$ cat config.mk
export PLATFORM = sky130hd
export DESIGN_NAME = vault_work_scheduler
export DESIGN_NICKNAME = d
export VERILOG_FILES = /design/src/rtl/vault_pkg.sv /design/src/rtl/vault_hashrate_meter.sv /design/src/rtl/vault_work_scheduler.sv
export SDC_FILE = /design/constraint.sdc
export NUM_CORES = 2
export LEC_CHECK = 0
export ABC_AREA = 0
export BUFFER_PORTS_ARGS = -buffer_cell sky130_fd_sc_hd__buf_4
export CAP_MARGIN = 20
export CORE_AREA = 2 2 543 545
export CTS_CLUSTER_DIAMETER = 200
export DETAILED_ROUTE_END_ITERATION = 7
export DIE_AREA = 0 0 545 547
export SYNTH_ARGS = -nofsm -noshare
export SYNTH_HDL_FRONTEND = slang
export SYNTH_SLANG_ARGS = --single-unit
$ cat constraint.sdc
create_clock -name clk -period 48.1 [get_ports clk]
set_clock_uncertainty 0.05 [all_clocks]
set_input_delay 9.62 -clock clk [delete_from_list [all_inputs] [get_ports clk]]
set_output_delay 9.62 -clock clk [all_outputs]
set_load 0.005 [all_outputs]
$ cat src/rtl/vault_pkg.sv
// vault_pkg: shared definitions for the vault work scheduler.
//   - header width and nonce-field bit positions
//   - result status encodings and scheduler FSM state type
//   - saturating increment helper used by the hashrate meter
package vault_pkg;

  localparam int unsigned HDR_W     = 640;
  localparam int unsigned NONCE_MSB = 639;
  localparam int unsigned NONCE_LSB = 608;

  typedef enum logic [1:0] {
    RES_FOUND     = 2'd0,
    RES_EXHAUSTED = 2'd1,
    RES_TIMEOUT   = 2'd2,
    RES_ABORTED   = 2'd3
  } res_status_t;

  typedef enum logic [1:0] {
    ST_IDLE     = 2'd0,
    ST_DISPATCH = 2'd1,
    ST_RUN      = 2'd2,
    ST_REPORT   = 2'd3
  } state_t;

  function automatic logic [31:0] sat_inc(input logic [31:0] a, input logic inc);
    logic [32:0] s;
    s = {1'b0, a} + {32'd0, inc};
    return s[32] ? '1 : s[31:0];
  endfunction

endpackage

$ cat src/rtl/vault_hashrate_meter.sv
// vault_hashrate_meter: counts hash_tick pulses over a fixed window of
// WINDOW_CYC cycles and publishes the saturated count of the last complete
// window.
//   clk       in   clock
//   rst       in   asynchronous active-high reset
//   hash_tick in   one pulse per evaluated hash
//   hashrate  out  hashes counted in the last complete window
module vault_hashrate_meter
  import vault_pkg::*;
#(
  parameter int unsigned WINDOW_CYC = 100_000_000
) (
  input  logic        clk,
  input  logic        rst,
  input  logic        hash_tick,
  output logic [31:0] hashrate
);

  logic [31:0] win_cnt;
  logic [31:0] hash_cnt;
  logic [31:0] hash_sum;

  assign hash_sum = sat_inc(hash_cnt, hash_tick);

  always_ff @(posedge clk or posedge rst) begin
    if (rst) begin
      win_cnt  <= '0;
      hash_cnt <= '0;
      hashrate <= '0;
    end else if (win_cnt >= WINDOW_CYC - 1) begin
      // last window cycle: its own tick is included in the published value
      win_cnt  <= '0;
      hash_cnt <= '0;
      hashrate <= hash_sum;
    end else begin
      win_cnt  <= win_cnt + 32'd1;
      hash_cnt <= hash_sum;
    end
  end

endmodule

$ cat src/rtl/vault_work_scheduler.sv
// vault_work_scheduler: accepts one mining job at a time, dispatches it to a
// mining core in NONCE_STEP-sized nonce ranges, and reports the outcome
// (found / exhausted / timeout / aborted). Also measures core hashrate.
//   clk, rst                      clock, asynchronous active-high reset
//   job_valid/job_ready           job offer handshake
//   job_data[640], job_id[8]      header (nonce in [639:608]) and tag
//   abort                         drop the current job
//   core_start, core_work[640]    dispatch pulse and header with range base
//   core_done/found/nonce[32]     core range completion report
//   hash_tick                     one pulse per hash from the core
//   res_valid/res_ready           result handshake
//   res_id[8], res_nonce[32], res_status[2]   result fields
//   busy                          scheduler not idle
//   hashrate[32]                  hashes in the last complete window
module vault_work_scheduler
  import vault_pkg::*;
#(
  parameter logic [31:0] NONCE_STEP  = 32'h0100_0000,
  parameter int unsigned TIMEOUT_CYC = 1_000_000,
  parameter int unsigned WINDOW_CYC  = 100_000_000
) (
  input  logic               clk,
  input  logic               rst,
  input  logic               job_valid,
  output logic               job_ready,
  input  logic [HDR_W-1:0]   job_data,
  input  logic [7:0]         job_id,
  input  logic               abort,
  output logic               core_start,
  output logic [HDR_W-1:0]   core_work,
  input  logic               core_done,
  input  logic               core_found,
  input  logic [31:0]        core_nonce,
  input  logic               hash_tick,
  output logic               res_valid,
  input  logic               res_ready,
  output logic [7:0]         res_id,
  output logic [31:0]        res_nonce,
  output logic [1:0]         res_status,
  output logic               busy,
  output logic [31:0]        hashrate
);

  state_t      state;
  logic [31:0] base;
  logic [31:0] tmo_cnt;
  logic [32:0] next_base;
  logic        timeout_hit;

  assign next_base   = {1'b0, base} + {1'b0, NONCE_STEP};
  assign timeout_hit = (tmo_cnt >= TIMEOUT_CYC - 1);

  assign job_ready  = (state == ST_IDLE);
  assign core_start = (state == ST_DISPATCH);
  assign res_valid  = (state == ST_REPORT);
  assign busy       = (state != ST_IDLE);

  // The timeout counter is zeroed on entry to DISPATCH and counts the
  // DISPATCH cycle too, so a dispatch spans at most TIMEOUT_CYC cycles
  // starting with the core_start cycle.
  always_ff @(posedge clk or posedge rst) begin
    if (rst) begin
      state      <= ST_IDLE;
      base       <= '0;
      tmo_cnt    <= '0;
      core_work  <= '0;
      res_id     <= '0;
      res_nonce  <= '0;
      res_status <= '0;
    end else begin
      case (state)
        ST_IDLE: begin
          if (job_valid) begin
            base      <= job_data[NONCE_MSB:NONCE_LSB];
            core_work <= job_data;
            res_id    <= job_id;
            tmo_cnt   <= '0;
            state     <= ST_DISPATCH;
          end
        end

        ST_DISPATCH: begin
          tmo_cnt <= tmo_cnt + 32'd1;
          if (abort) begin
            res_status <= RES_ABORTED;
            res_nonce  <= base;
            state      <= ST_REPORT;
          end else begin
            state <= ST_RUN;
          end
        end

        ST_RUN: begin
          tmo_cnt <= tmo_cnt + 32'd1;
          if (abort) begin
            res_status <= RES_ABORTED;
            res_nonce  <= base;
            state      <= ST_REPORT;
          end else if (core_done) begin
            if (core_found) begin
              res_status <= RES_FOUND;
              res_nonce  <= core_nonce;
              state      <= ST_REPORT;
            end else if (next_base[32]) begin
              res_status <= RES_EXHAUSTED;
              res_nonce  <= '1;
              state      <= ST_REPORT;
            end else begin
              base                           <= next_base[31:0];
              core_work[NONCE_MSB:NONCE_LSB] <= next_base[31:0];
              tmo_cnt                        <= '0;
              state                          <= ST_DISPATCH;
            end
          end else if (timeout_hit) begin
            res_status <= RES_TIMEOUT;
            res_nonce  <= base;
            state      <= ST_REPORT;
          end
        end

        ST_REPORT: begin
          if (res_ready) begin
            state <= ST_IDLE;
          end
        end

        default: state <= ST_IDLE;
      endcase
    end
  end

  vault_hashrate_meter #(
    .WINDOW_CYC(WINDOW_CYC)
  ) u_meter (
    .clk      (clk),
    .rst      (rst),
    .hash_tick(hash_tick),
    .hashrate (hashrate)
  );

endmodule

# --- Word level (Yosys, flattened, before mapping) ---
# Cells that the tools add are included.
totals:
  ff_bits: 844
  inputBits: 688
  elab_cells: 79
  output_inout_bits: 718
op_classes:
  n_addsub: 4
  n_eq_ne: 12
  n_reduce_logical: 10
  muxes: 40
  n_lt_le_gt_ge: 2
ops:
  columns: ["op", "n"]
  rows:
  - ["640-bit two-way mux", 1]
  - ["32-bit two-way mux", 19]
  - ["32-bit one-hot mux with 2 select lines", 3]
  - ["32-bit one-hot mux with 3 select lines", 1]
  - ["32-bit by 1-bit adder with 32-bit output, second input constant", 2]
  - ["32-bit by 1-bit adder with 33-bit output", 1]
  - ["32-bit by 25-bit adder with 33-bit output, second input constant", 1]
  - ["32-bit by 20-bit >= comparator with 1-bit output, second input constant", 1]
  - ["32-bit by 27-bit >= comparator with 1-bit output, second input constant", 1]
  - ["2-bit two-way mux", 13]
  - ["2-bit inequality test, second input constant", 6]
  - ["2-bit one-hot mux with 4 select lines", 1]
  - ["6-bit AND reduction", 1]
  - ["2-bit nonzero test", 3]
  - ["5-bit inequality test, second input constant", 1]
  - ["2-bit == test, second input constant", 2]
  - ["4-bit inequality test, second input constant", 1]
  - ["2-bit one-hot mux with 2 select lines", 1]
  - ["2-bit AND reduction", 2]
  - ["4-bit AND reduction", 1]
  - ["3-bit AND reduction", 1]
  - ["3-bit nonzero test", 1]
  - ["2-bit by 1-bit == test with 1-bit output, second input constant", 1]
  - ["2-bit logical NOT", 1]
  - ["other kinds (2)", 2]

# --- Depth between registers and ports, before layout ---
logic_depth:
  depth_word: 6
  mapped_depth: 9
  ltp_nobuf: 8

# --- Hierarchy ---
# Synthesis repeated with hierarchy kept, for this count alone.
hier_totals:
  hier_cells: 2453
  hier_area_um2: 33742.4
modules_own_cells:
  columns: ["mod", "cells_per_inst", "area_each_um2", "instances", "seq_area_each_um2"]
  rows:
  - ["vault_work_scheduler", 2039, 29360.7, 1, 18718.0]
  - ["vault_hashrate_meter", 414, 4381.7, 1, 2402.3]

# --- Least setup slack after synthesis ---
# OpenSTA, ideal clock, no wires.
synth_timing:
  kind: "input to register"
  from: "input port hash_tick"
  to: "register u_meter.hashrate[30]"
  required_ps: 47923
  setup_ps: 127
  arrival_ps: 11275
  slack_ps: 36648
  path_buffers: 0
  stages: 8
  cell_sequence: "ha_1 > ha_1 > and2_1 > nand4_1 > nor4_1 > and4b_1 > a21o_1 > o21ai_0"
synth_between:
  elab_chain_cells: 2
synth_rtl:
  columns: ["item", "line", "text"]
  rows:
  - ["from (decl)", "vault_work_scheduler.sv:34", "input logic hash_tick,"]
  - ["32-bit by 1-bit adder with 33-bit output", "vault_pkg.sv:27", "s = {1'b0, a} + {32'd0, inc};"]
  - ["32-bit two-way mux", "vault_pkg.sv:28", "return s[32] ? '1 : s[31:0];"]
  - ["to (signal assigned)", "vault_hashrate_meter.sv:34", "hashrate <= hash_sum;"]
  - ["to (decl)", "vault_hashrate_meter.sv:16", "output logic [31:0] hashrate"]
# No other way between the ends.
# A chain may end at the register's enable or synchronous reset.

# --- Worst setup path in the final report ---
layout_timing:
  from: "input port job_valid"
  to: "register core_work[60]"
layout_between:
  elab_chain_cells: 1
layout_rtl:
  columns: ["item", "line", "text"]
  rows:
  - ["from (decl)", "vault_work_scheduler.sv:24", "input logic job_valid,"]
  - ["2-bit AND reduction (no source line)", null, null]
  - ["to (signal assigned)", "vault_work_scheduler.sv:75", "core_work <= job_data;"]
  - ["to (signal, indexed assignment)", "vault_work_scheduler.sv:110", "core_work[NONCE_MSB:NONCE_LSB] <= next_base[31:0];"]
  - ["to (decl)", "vault_work_scheduler.sv:30", "output logic [HDR_W-1:0] core_work,"]
# No other way between the ends.

==> summary.md <==
| Metric | Value |
|---|---|
| Detail Route Antenna Nets | `0` |
| Final net count | `4563` |
| Placeable core area | `292600 um2` |
| Max-slew violation count | `0` |
| Hpwl dp | `221000 um` |
| I/O Buffers | `1405` |
| Area leader, netlist | `dfrtp_1` |
| Post-synth EDFFs | `0` |
| Chip Height | `about 550 um` |
| Initial core utilization | `a little under an eighth` |
| Final TNS setup | `0 ns` |
| Routed WL | `254200 um` |
| Yosys cell types | `58` |
| RD Place Congestion | `0.9535` |
| First DRT Iteration DRCs | `2374` |
| Overall Power | `0.003527 W` |
| Clk_lat worst skew | `between 0.8 and 0.9 ns` |
| Placed cell area | `a little under 50000 um2` |
| Hold Crit Class | `flip-flop to flip-flop` |
| CTS root buf | `clkbuf_16` |
| CTS clk-pin slew, worst paths | `0.06 ns` |
| Most common cell after layout, fill and taps aside | `buf_4` |
| Post-CTS sizing | `0` |
| Post-CTS setup buffers | `0` |
| Vias | `27.89k` |
| Worst-Margin Slew | `1.036 ns` |
| Startpoint Class | `input pin` |
| Initial antenna violation count | `approximately 350` |
| Leak Pwr | `23.69 nW` |
| First-pass DRT Iterations | `7` |
| Critical Path Fanout Max | `approximately 120` |
| Final min period | `13.54 ns` |
| H-Tree Depth | `3` |
| Max-slew headroom | `30.94%` |
| Sequential area share after synthesis | `62.78%` |
| CTS tree | `yes` |
| Mapped Area | `33640 um2` |
| Asr flop ratio synth | `100.0%` |
| Reg-to-reg startpoint | `state[0]$_DFFE_PP0P_` |
| Syn Inst Count | `around 2.4k` |
| Avg WL per Cell | `31.98 um` |
| Ys flop type | `dfrtp_1` |
| Number of max-cap violations | `0` |
| Avg Vias per Cell | `around 3.5` |
| Largest net degree at the start of global routing | `about 160` |
| Status | `complete, no violations` |
| GRT Overall Usage | `16.45%` |
| Width of the die | `545 um` |
| WP data arrival | `between 10 and 15 ns` |
| Final setup fails | `0` |
| PwrDens | `66.79 nW/um2` |
| Overflow after GRT | `0` |
| CTS sink cnt | `844` |
| Fmax | `roughly 74 MHz` |
| WS Path Type | `input pin to flip-flop` |
| Hold-fix buffers at CTS | `0` |
| Cell area after layout | `~53000 um2` |
| Worst Setup End Kind | `flip-flop` |
| Number of global-route vias before repair | `27.91k` |
| Finished Core Util | `18.05%` |
| DRC | `0` |
| Wire length of the first global-routing pass | `314400 um` |
| CP required | `48.80 ns` |
| Clk buf depth | `4` |
| Final period util | `28.16%` |
| RSZ-0062 raised after global routing | `no` |
| Num ports | `1406` |
| Min-delay src | `u_meter.hashrate[24]$_DFFE_PP0N_` |
| Synth top area cells | `dfrtp_1 (63%), mux2_2 (21%), nor2_1 (2.3%)` |
| Yosys reg bits | `between 800 and 900` |
| Area grow syn2layout | `56.94%` |
| Layout cells sized above 1 | `between 50% and 60%` |
| Final Hold Vio Count | `0` |
| Launch point of the critical path | `job_valid` |
| DIE AREA | `between 200000 and 300000 um2` |
| Area share of the largest cell type after synthesis | `62.78%` |
| Number of CTS-inserted buffers | `around 110` |
| Syn Area/Cell | `about 14 um2` |
| FP Rows | `199` |
| Most frequent cells in the layout | `buf_4 (1432), dfrtp_1 (844), mux2_2 (621)` |
| Maximum VDD drop | `42.39 uV` |
| Synth warn | `0` |
layout make-up:
cell class                      instances  area, um2
Fill cell                           32040     239800
Sequential cell                       844      21120
Multi-Input combinational cell       1426      11830
Timing Repair Buffer                 1434      10790
Tap cell                             3919       4903
Clock buffer                          151       3144
Clock inverter                         46      616.8
Antenna cell                           81      202.7
Inverter                               49      191.4
cells by family (layout without fill, tap and decap cells):
group,count (synthesis),after routing,share of synthesized area [%]
compound gates,233,233,4.288
xor+xnor,69,69,1.796
fa+ha+maj,12,12,0.4463
buf+inv,183,1680,2.224
flops,844,844,62.78
mux,655,655,22.23
other cells,1,86,0.01115
simple gates,452,452,6.229
routing by layer:
metal	vias up	share of wire (%)	track usage [%]	routed length, um
met4	174	4.1	5.667	10330
met1	13760	33	15.76	83020
met5	-	0.44	0	1110
met2	1795	47	27.11	118900
met3	648	16	12.11	40840
li1	11510	-	-	-
cell usage after synthesis (2+ instances only):
| cell | number |
|---|---|
| and4_1 | 13 |
| nor2b_1 | 8 |
| o31ai_1 | 9 |
| nand2b_1 | 4 |
| mux2_4 | 29 |
| o21ai_0 | 39 |
| nor2_1 | 207 |
| nor4_1 | 7 |
| buf_2 | 9 |
| or3_1 | 2 |
| or4_1 | 3 |
| and2_1 | 9 |
| inv_1 | 49 |
| clkbuf_1 | 116 |
| buf_12 | 3 |
| o41ai_1 | 2 |
| ha_1 | 12 |
| mux2i_1 | 5 |
| dfrtp_1 | 844 |
| o32ai_1 | 2 |
| a211o_1 | 3 |
| o21a_1 | 5 |
| a21o_1 | 5 |
| a31oi_1 | 47 |
| o211ai_1 | 2 |
| a22o_1 | 24 |
| xnor2_1 | 31 |
| and3_1 | 16 |
| nand2_1 | 91 |
| nand3_1 | 37 |
| a21oi_1 | 85 |
| nand3b_1 | 2 |
| or2_2 | 7 |
| nor4_2 | 2 |
| nand4_1 | 25 |
| xor2_1 | 38 |
| mux2_2 | 621 |
| a211oi_1 | 2 |
| nor3_1 | 11 |
| buf_1 | 5 |
where the power goes:
group	internal (W)	leakage, nW	switching, W
logic	0.000725	11.6	0.000690
clock network	0.000511	1.82	0.000354
registers	0.00102	10.3	0.000226
total	0.00226	23.7	0.00127
registers in the layout, summed over array words and instances, names as in the netlist:
register / cells
base: 32
core_work: 640
u_meter.hash_cnt: 32
tmo_cnt: 32
u_meter.win_cnt: 32
res_nonce: 32
res_status: 2
res_id: 8
state: 2
u_meter.hashrate: 32
through the flow:
| stage | std cells | hold slack, ns | worst slack [ns] |
|---|---|---|---|
| finish | 7950 | 0.4333 | 34.56 |
| global route | 7889 | 0.4634 | 34.44 |
| CTS | 7868 | 0.4341 | 34.63 |
| detailed placement | 7671 | 0.4200 | 33.68 |
| global placement | 7671 | 0.4138 | 33.84 |
| floorplan | 2453 | 0.3965 | 14.72 |
critical path, cell delays in order:
cell	delay, ns
buf_4	0.23
nand2_4	0.50
buf_4	0.75
buf_12	0.45
buf_4	0.82
buf_4	0.84
mux2_2	0.42
worst paths after layout:
kind	cells past startpoint	slack, ns	to
setup / recovery	7	34.56	core_work[60]$_DFFE_PP0P_
hold / removal	2	0.43	u_meter.hashrate[24]$_DFFE_PP0N_
setup reg to reg	8	42.69	core_work[60]$_DFFE_PP0P_
hold reg to reg	2	0.43	u_meter.hashrate[24]$_DFFE_PP0N_
max in group asynchronous	6	35.38	core_work[103]$_DFFE_PP0P_
min in group asynchronous	2	8.88	base[4]$_DFFE_PP0P_
Power figures use the tool's default switching activity.
